## config.mk

```make
export PLATFORM = sky130hd
export DESIGN_NAME = mem_xfer
export DESIGN_NICKNAME = d
export VERILOG_FILES = /design/src/rtl/mem_xfer.sv
export SDC_FILE = /design/constraint.sdc
export NUM_CORES = 1
export LEC_CHECK = 0
export CAP_MARGIN = 20
export CORE_UTILIZATION = 46
export CTS_CLUSTER_SIZE = 16
export DETAILED_ROUTE_END_ITERATION = 10
export GPL_TIMING_DRIVEN = 0
export MAX_ROUTING_LAYER = met4
export PLACE_DENSITY = 0.76
export SETUP_SLACK_MARGIN = 0.15
export SLEW_MARGIN = 0
export SYNTH_ARGS = -nofsm -noshare
export SYNTH_HDL_FRONTEND = slang
export SYNTH_SLANG_ARGS = --single-unit
export TNS_END_PERCENT = 1
```

## constraint.sdc

```tcl
create_clock -name clk_i -period 3.8 [get_ports clk_i]
set_input_delay 1.14 -clock clk_i [delete_from_list [all_inputs] [get_ports clk_i]]
set_output_delay 1.14 -clock clk_i [all_outputs]
set_load 0.03 [all_outputs]
```

## src/rtl/mem_xfer.sv

```systemverilog
// CHIP-8 memory-bus initiator: sequences opcode fetch, register load/store and BCD store
// over the byte-wide memory read/write ports with a full four-phase read handshake.
`timescale 1ns / 1ps

module mem_xfer (
  input  logic        clk_i,
  input  logic        rst_ni,
  input  logic        start_i,
  input  logic [1:0]  cmd_i,
  input  logic [11:0] base_i,
  input  logic [3:0]  count_i,
  input  logic [7:0]  value_i,
  output logic        busy_o,
  output logic        done_o,
  output logic [15:0] opcode_o,
  output logic        mem_read_o,
  output logic [11:0] mem_read_addr_o,
  input  logic [7:0]  mem_read_data_i,
  input  logic        mem_read_ack_i,
  output logic        mem_write_o,
  output logic [11:0] mem_write_addr_o,
  output logic [7:0]  mem_write_data_o,
  output logic [3:0]  reg_raddr_o,
  input  logic [7:0]  reg_rdata_i,
  output logic        reg_we_o,
  output logic [3:0]  reg_waddr_o,
  output logic [7:0]  reg_wdata_o
);

  localparam logic [1:0] CmdFetch = 2'd0;
  localparam logic [1:0] CmdLoad  = 2'd1;
  localparam logic [1:0] CmdStore = 2'd2;
  localparam logic [1:0] CmdBcd   = 2'd3;

  typedef enum logic [2:0] {
    StIdle,
    StRd,
    StRdRel,
    StWr,
    StWrGap,
    StDone
  } state_e;

  state_e      state_q, state_d;
  logic [1:0]  cmd_q, cmd_d;
  logic [11:0] base_q, base_d;
  logic [3:0]  idx_q, idx_d;
  logic [3:0]  last_q, last_d;
  logic [3:0]  dig_hun_q, dig_hun_d;
  logic [3:0]  dig_ten_q, dig_ten_d;
  logic [3:0]  dig_one_q, dig_one_d;

  logic        busy_q, busy_d;
  logic        done_q, done_d;
  logic [15:0] opcode_q, opcode_d;
  logic        mem_read_q, mem_read_d;
  logic [11:0] mem_read_addr_q, mem_read_addr_d;
  logic        mem_write_q, mem_write_d;
  logic [11:0] mem_write_addr_q, mem_write_addr_d;
  logic [7:0]  mem_write_data_q, mem_write_data_d;
  logic [3:0]  reg_raddr_q, reg_raddr_d;
  logic        reg_we_q, reg_we_d;
  logic [3:0]  reg_waddr_q, reg_waddr_d;
  logic [7:0]  reg_wdata_q, reg_wdata_d;

  logic [3:0]  idx_nxt;
  logic [11:0] addr_nxt;
  logic [3:0]  dig_sel;

  assign idx_nxt  = idx_q + 4'd1;
  assign addr_nxt = base_q + {8'd0, idx_nxt};

  always_comb begin
    dig_sel = dig_one_q;
    unique case (idx_nxt[1:0])
      2'd0:    dig_sel = dig_hun_q;
      2'd1:    dig_sel = dig_ten_q;
      default: dig_sel = dig_one_q;
    endcase
  end

  always_comb begin
    state_d          = state_q;
    cmd_d            = cmd_q;
    base_d           = base_q;
    idx_d            = idx_q;
    last_d           = last_q;
    dig_hun_d        = dig_hun_q;
    dig_ten_d        = dig_ten_q;
    dig_one_d        = dig_one_q;
    opcode_d         = opcode_q;
    mem_read_d       = 1'b0;
    mem_read_addr_d  = mem_read_addr_q;
    mem_write_d      = 1'b0;
    mem_write_addr_d = mem_write_addr_q;
    mem_write_data_d = mem_write_data_q;
    reg_raddr_d      = reg_raddr_q;
    reg_we_d         = 1'b0;
    reg_waddr_d      = reg_waddr_q;
    reg_wdata_d      = reg_wdata_q;

    unique case (state_q)
      StIdle: begin
        if (start_i) begin
          cmd_d     = cmd_i;
          base_d    = base_i;
          idx_d     = 4'd0;
          dig_hun_d = 4'(value_i / 8'd100);
          dig_ten_d = 4'((value_i / 8'd10) % 8'd10);
          dig_one_d = 4'(value_i % 8'd10);
          unique case (cmd_i)
            CmdFetch: last_d = 4'd1;
            CmdBcd:   last_d = 4'd2;
            default:  last_d = count_i;
          endcase
          if (cmd_i == CmdFetch || cmd_i == CmdLoad) begin
            state_d         = StRd;
            mem_read_d      = 1'b1;
            mem_read_addr_d = base_i;
          end else begin
            // reg_raddr is parked at 0 in idle, so reg_rdata already holds V0 here
            state_d          = StWr;
            mem_write_d      = 1'b1;
            mem_write_addr_d = base_i;
            mem_write_data_d = (cmd_i == CmdStore) ? reg_rdata_i
                                                   : {4'd0, 4'(value_i / 8'd100)};
          end
        end
      end

      StRd: begin
        mem_read_d = 1'b1;
        if (mem_read_ack_i) begin
          mem_read_d = 1'b0;
          state_d    = StRdRel;
          if (cmd_q == CmdFetch) begin
            if (idx_q == 4'd0) begin
              opcode_d[15:8] = mem_read_data_i;
            end else begin
              opcode_d[7:0] = mem_read_data_i;
            end
          end else begin
            reg_we_d    = 1'b1;
            reg_waddr_d = idx_q;
            reg_wdata_d = mem_read_data_i;
          end
        end
      end

      StRdRel: begin
        if (!mem_read_ack_i) begin
          if (idx_q == last_q) begin
            state_d = StDone;
          end else begin
            idx_d           = idx_nxt;
            state_d         = StRd;
            mem_read_d      = 1'b1;
            mem_read_addr_d = addr_nxt;
          end
        end
      end

      StWr: begin
        state_d = StWrGap;
        // Present the next register index a cycle early so its data is ready on re-entry
        reg_raddr_d = idx_nxt;
      end

      StWrGap: begin
        if (idx_q == last_q) begin
          state_d = StDone;
        end else begin
          idx_d            = idx_nxt;
          state_d          = StWr;
          mem_write_d      = 1'b1;
          mem_write_addr_d = addr_nxt;
          mem_write_data_d = (cmd_q == CmdStore) ? reg_rdata_i : {4'd0, dig_sel};
        end
      end

      StDone: begin
        state_d     = StIdle;
        idx_d       = 4'd0;
        reg_raddr_d = 4'd0;
      end

      default: state_d = StIdle;
    endcase

    busy_d = (state_d != StIdle);
    done_d = (state_d == StDone);
  end

  always_ff @(posedge clk_i) begin
    if (!rst_ni) begin
      state_q          <= StIdle;
      cmd_q            <= CmdFetch;
      base_q           <= 12'd0;
      idx_q            <= 4'd0;
      last_q           <= 4'd0;
      dig_hun_q        <= 4'd0;
      dig_ten_q        <= 4'd0;
      dig_one_q        <= 4'd0;
      busy_q           <= 1'b0;
      done_q           <= 1'b0;
      opcode_q         <= 16'h0000;
      mem_read_q       <= 1'b0;
      mem_read_addr_q  <= 12'd0;
      mem_write_q      <= 1'b0;
      mem_write_addr_q <= 12'd0;
      mem_write_data_q <= 8'd0;
      reg_raddr_q      <= 4'd0;
      reg_we_q         <= 1'b0;
      reg_waddr_q      <= 4'd0;
      reg_wdata_q      <= 8'd0;
    end else begin
      state_q          <= state_d;
      cmd_q            <= cmd_d;
      base_q           <= base_d;
      idx_q            <= idx_d;
      last_q           <= last_d;
      dig_hun_q        <= dig_hun_d;
      dig_ten_q        <= dig_ten_d;
      dig_one_q        <= dig_one_d;
      busy_q           <= busy_d;
      done_q           <= done_d;
      opcode_q         <= opcode_d;
      mem_read_q       <= mem_read_d;
      mem_read_addr_q  <= mem_read_addr_d;
      mem_write_q      <= mem_write_d;
      mem_write_addr_q <= mem_write_addr_d;
      mem_write_data_q <= mem_write_data_d;
      reg_raddr_q      <= reg_raddr_d;
      reg_we_q         <= reg_we_d;
      reg_waddr_q      <= reg_waddr_d;
      reg_wdata_q      <= reg_wdata_d;
    end
  end

  assign busy_o           = busy_q;
  assign done_o           = done_q;
  assign opcode_o         = opcode_q;
  assign mem_read_o       = mem_read_q;
  assign mem_read_addr_o  = mem_read_addr_q;
  assign mem_write_o      = mem_write_q;
  assign mem_write_addr_o = mem_write_addr_q;
  assign mem_write_data_o = mem_write_data_q;
  assign reg_raddr_o      = reg_raddr_q;
  assign reg_we_o         = reg_we_q;
  assign reg_waddr_o      = reg_waddr_q;
  assign reg_wdata_o      = reg_wdata_q;

  a_rd_wr_excl: assert property (@(posedge clk_i) !(mem_read_q && mem_write_q));
  a_done_busy:  assert property (@(posedge clk_i) done_q |-> busy_q);

endmodule

```

==> results by group <==
Worst setup path
  – Data required, critical path: 4.06 ns
  – Arr. time, crit path: 3.92 ns
  – Crit-path cells: buf_6 -> buf_6 -> buf_6 -> nor2b_4 -> a2bb2oi_2 -> o21ai_2 -> inv_2 -> ha_4 -> or3b_1 -> a211o_1 -> o21ai_1 -> o21ai_2 -> xnor2_2 -> inv_1 -> ha_2 -> nand2b_4 -> nand2_2 -> o22ai_2 -> a311oi_1
  – CP Max Fanout: 6
  – Most Frequent Cell on Critical Path: buf_6
  – Slowest cell on the critical path: or3b_1
  – Worst Setup Start Kind: primary input
  – CP max stage delay: 0.35 ns
  – Reg2reg path depth: 10
  – Launching point of the worst reg2reg path: idx_q[0]
  – CP startpoint: value_i[4]
  – Crit Path Class: in2reg
  – Critical path endpoint category: register

Drt
  – Vias: 5360
  – TritonRoute pass-1 iters: 5
  – Routed len/inst: 16.58 um
  – Drt total wl: approximately 16 mm
  – Vias per cell: between 5 and 6
  – DRC viols: 0
  – DR iter-0 viols: roughly 330
  – Post-DRT Antenna Nets: 0

Timing
  – Hold Fails Final Rpt: 0
  – Slew @ Worst Pin: 0.6850 ns
  – Min Tclk post-route: 3.656 ns
  – Fin crit share: 96.21%
  – Max transition margin: approximately 54%
  – Setup Viol. Count Final: 0
  – Worst-case clock skew: 0.008181 ns
  – RSZ-0062 raised after global routing: true
  – Setup WS post-layout: roughly 0.14 ns
  – Fmax achieved: 273.5 MHz
  – Max-slew violation count: 0

Synthesis
  – Register area share after synthesis: approximately two fifths
  – Cell area after synthesis: approximately 0.0054 mm2
  – Count leader, synth: nor2_1
  – Main combinational cell family by area after synthesis: simple AND/OR/NAND/NOR gates
  – Synth Register Bits: ~100
  – Synth top area share: 38.31%
  – Synth area leaders: dfxtp_1 (38%), mux2i_1 (7.7%), nor2_1 (7.3%), nand2_1 (5.4%), a21oi_1 (4.3%)
  – Post-synthesis average cell area: 8.184 um2
  – Synth Flop Type: dfxtp_1
  – Ys async rst share: 0%
  – Post-synth net total: just over 700
  – Mux cell area share after synthesis: 8.013%
  – Post-Synth XOR/XNOR Area: 3.546%
  – Post-Synth Simple-Gate Area: 22.29%
  – Synth warn: 0
  – Compound-Gate Fraction of Synth Area: roughly a fifth
  – Largest area contributor in the netlist: dfxtp_1
  – Post-synthesis adder-cell area fraction: approximately 4%
  – Synth cell types: 68
  – Post-Synthesis Cells: between 600 and 700
  – EDFF count, synth: 0
  – Commonest cells in the netlist: nor2_1 (106), dfxtp_1 (104), nand2_1 (78)

Layout
  – Final core utilization: between 60% and 70%
  – Area growth, synth to finish: 33.18%
  – Fill cells: 996
  – Fin area: 0.007237 mm2
  – Share of layout cells above drive strength 1: 9.789%
  – # diodes: 0
  – Fin nets: 865
  – Multi-input logic area: 0.003163 mm2
  – Register Area: 0.002082 mm2

Clock network
  – TritonCTS Buffers: 9
  – CTS tree: done
  – Num Clock Sinks: 104
  – Clk buf depth: 2
  – H-tree depth: 3
  – Clk_lat worst skew: roughly 0.35 ns
  – Worst-path clk slew: about 0.07 ns
  – CTS root buffer: clkbuf_16

Worst hold path
  – Hold Path Origin: mem_write_data_o[4]
  – Hold path cells: 2
  – Hold WC Path Type: reg2reg

Place
  – IO Port Bufs: 112
  – Placed Area: 0.006765 mm2
  – Setup WS pre-CTS: -1.016 ns
  – Detailed Place HPWL: 11.89 mm
  – Placer Congestion: 0.8752

Global routing
  – Total gr overflow: 0
  – Antenna violations before repair: 0
  – Gr usage total: 26.77%
  – Vias in the first global route: between 5000 and 6000
  – Largest net degree at the start of global routing: 17
  – First-pass GRT wire length: 25.76 mm

Floorplanning
  – CORE AREA: 0.01147 mm2
  – Die ar.: ~0.012 mm2
  – I/O pins: between 100 and 150
  – Die Wd: 110.7 um
  – Die height: about 110 um
  – Initial Util: a little under half
  – Rows: 39

Run
  – Max-cap check violation count: 0

Power and ir drop
  – VDD IR-drop max: 0.0004004 V
  – Pwr dens: ~420 mW/mm2
  – Static leakage: 2.827 nW
  – PnR Total Power: 3.022 mW

Run status
  – Run status: finished clean
## metrics by stage
| step | cells | hold WS [ns] | TNS [ns] |
|---|---|---|---|
| 2_1_floorplan | 664 | 0.4368 | -0.06320 |
| 3_3_place_gp | 919 | 0.4402 | -2.283 |
| 3_5_place_dp | 919 | 0.4471 | -2.501 |
| 4_1_cts | 948 | 0.4569 | 0 |
| 5_1_grt | 950 | 0.4867 | 0 |
| 6_report | 950 | 0.4545 | 0 |
## layer usage
layer	vias to the layer above	wire length (um)	GRT usage (%)
met5	-	0	-
met3	31	868	5.850
met2	184	7775	45.47
li1	2601	-	-
met4	0	312	8.800
met1	2544	6798	31.37
## power by group
part / switching [mW] / total, mW / leakage (nW) / internal, mW
Clock: 0.412 / 0.856 / 0.118 / 0.444
Combinational: 0.543 / 0.923 / 1.86 / 0.380
Sequential: 0.0606 / 1.24 / 0.847 / 1.18
Total: 1.02 / 3.02 / 2.83 / 2.01
## critical path, delay by kind of cell
family	cells	cell delay, ns
AND/OR/NAND/NOR	4	0.69
XOR/XNOR	1	0.21
AO/OA/AOI/OAI	7	1.05
buffers and inverters	5	0.50
adder cells (fa/ha/maj)	2	0.33
## area by class of cell
cell class              instances  area share, %
plain buffers                  43          3.354
clock buffers                  11          3.216
clock inverters                 4         0.4322
inverters                      18         0.9336
multi-input cells             499          43.71
flip-flops and latches        104          28.77
well taps                     143          2.472
repair buffers                128          17.12
## cell usage in the layout, fill, tap and decap left out, types with 4 or more instances in the layout
cell type        netlist  layout
nor2b_1                7       6
inv_1                 16      14
a22oi_1                7       7
nor3_1                13      12
o21ai_0               17      16
clkbuf_16              0       9
xnor2_1               15      14
clkdlybuf4s50_1        0     109
inv_2                  2       4
o21ai_1                5       4
mux2i_1               42      42
nor2_1               106     105
buf_2                 12       9
a211oi_1              15      15
a31oi_1                4       4
o211ai_1               9       9
nand3b_1               4       4
o21ai_2                2       4
and2_1                 7       7
a21o_1                 4       4
nand3_1               19      19
nand2_1               78      76
nand2b_1               9       8
a21oi_1               47      47
ha_1                  15      13
a311oi_1               5       5
xor2_1                 7       6
o32ai_1                4       4
buf_4                  4      16
clkbuf_1              24      25
o22ai_1                5       4
dfxtp_1              104     104
buf_6                  1       9
## cell families after synthesis
| family | Yosys count |
|---|---|
| compound gates | 151 |
| fa+ha+maj | 17 |
| mux | 43 |
| simple gates | 266 |
| buf+inv | 61 |
| flops | 104 |
| xor+xnor | 22 |
## worst paths after layout
path / endpoint / slack, ns
setup reg to reg: mem_write_addr_o[10] / 0.83
hold reg to reg: mem_write_data_o[4] / 0.45
setup / recovery: dig_ten_q[3] / 0.14
hold / removal: mem_write_data_o[4] / 0.45
## state kept, by name, indices dropped and copies added (netlist names)
name,count
reg_waddr_o,4
reg_wdata_o,8
busy_o,1
mem_write_o,1
done_o,1
base_q,12
reg_raddr_o,4
mem_write_data_o,8
mem_read_addr_o,12
mem_read_o,1
cmd_q,2
mem_write_addr_o,12
reg_we_o,1
last_q,4
idx_q,4
opcode_o,16
dig_hun_q,2
dig_ten_q,4
dig_one_q,4
state_q,3
## repair_timing
item,CTS,global route
pin swaps,6,9
hold buffers,0,0
buffers inserted,14,2
endpoints found under the setup margin,3,2
resized for setup,34,9
Note: power is estimated with default switching activity, not from simulation.
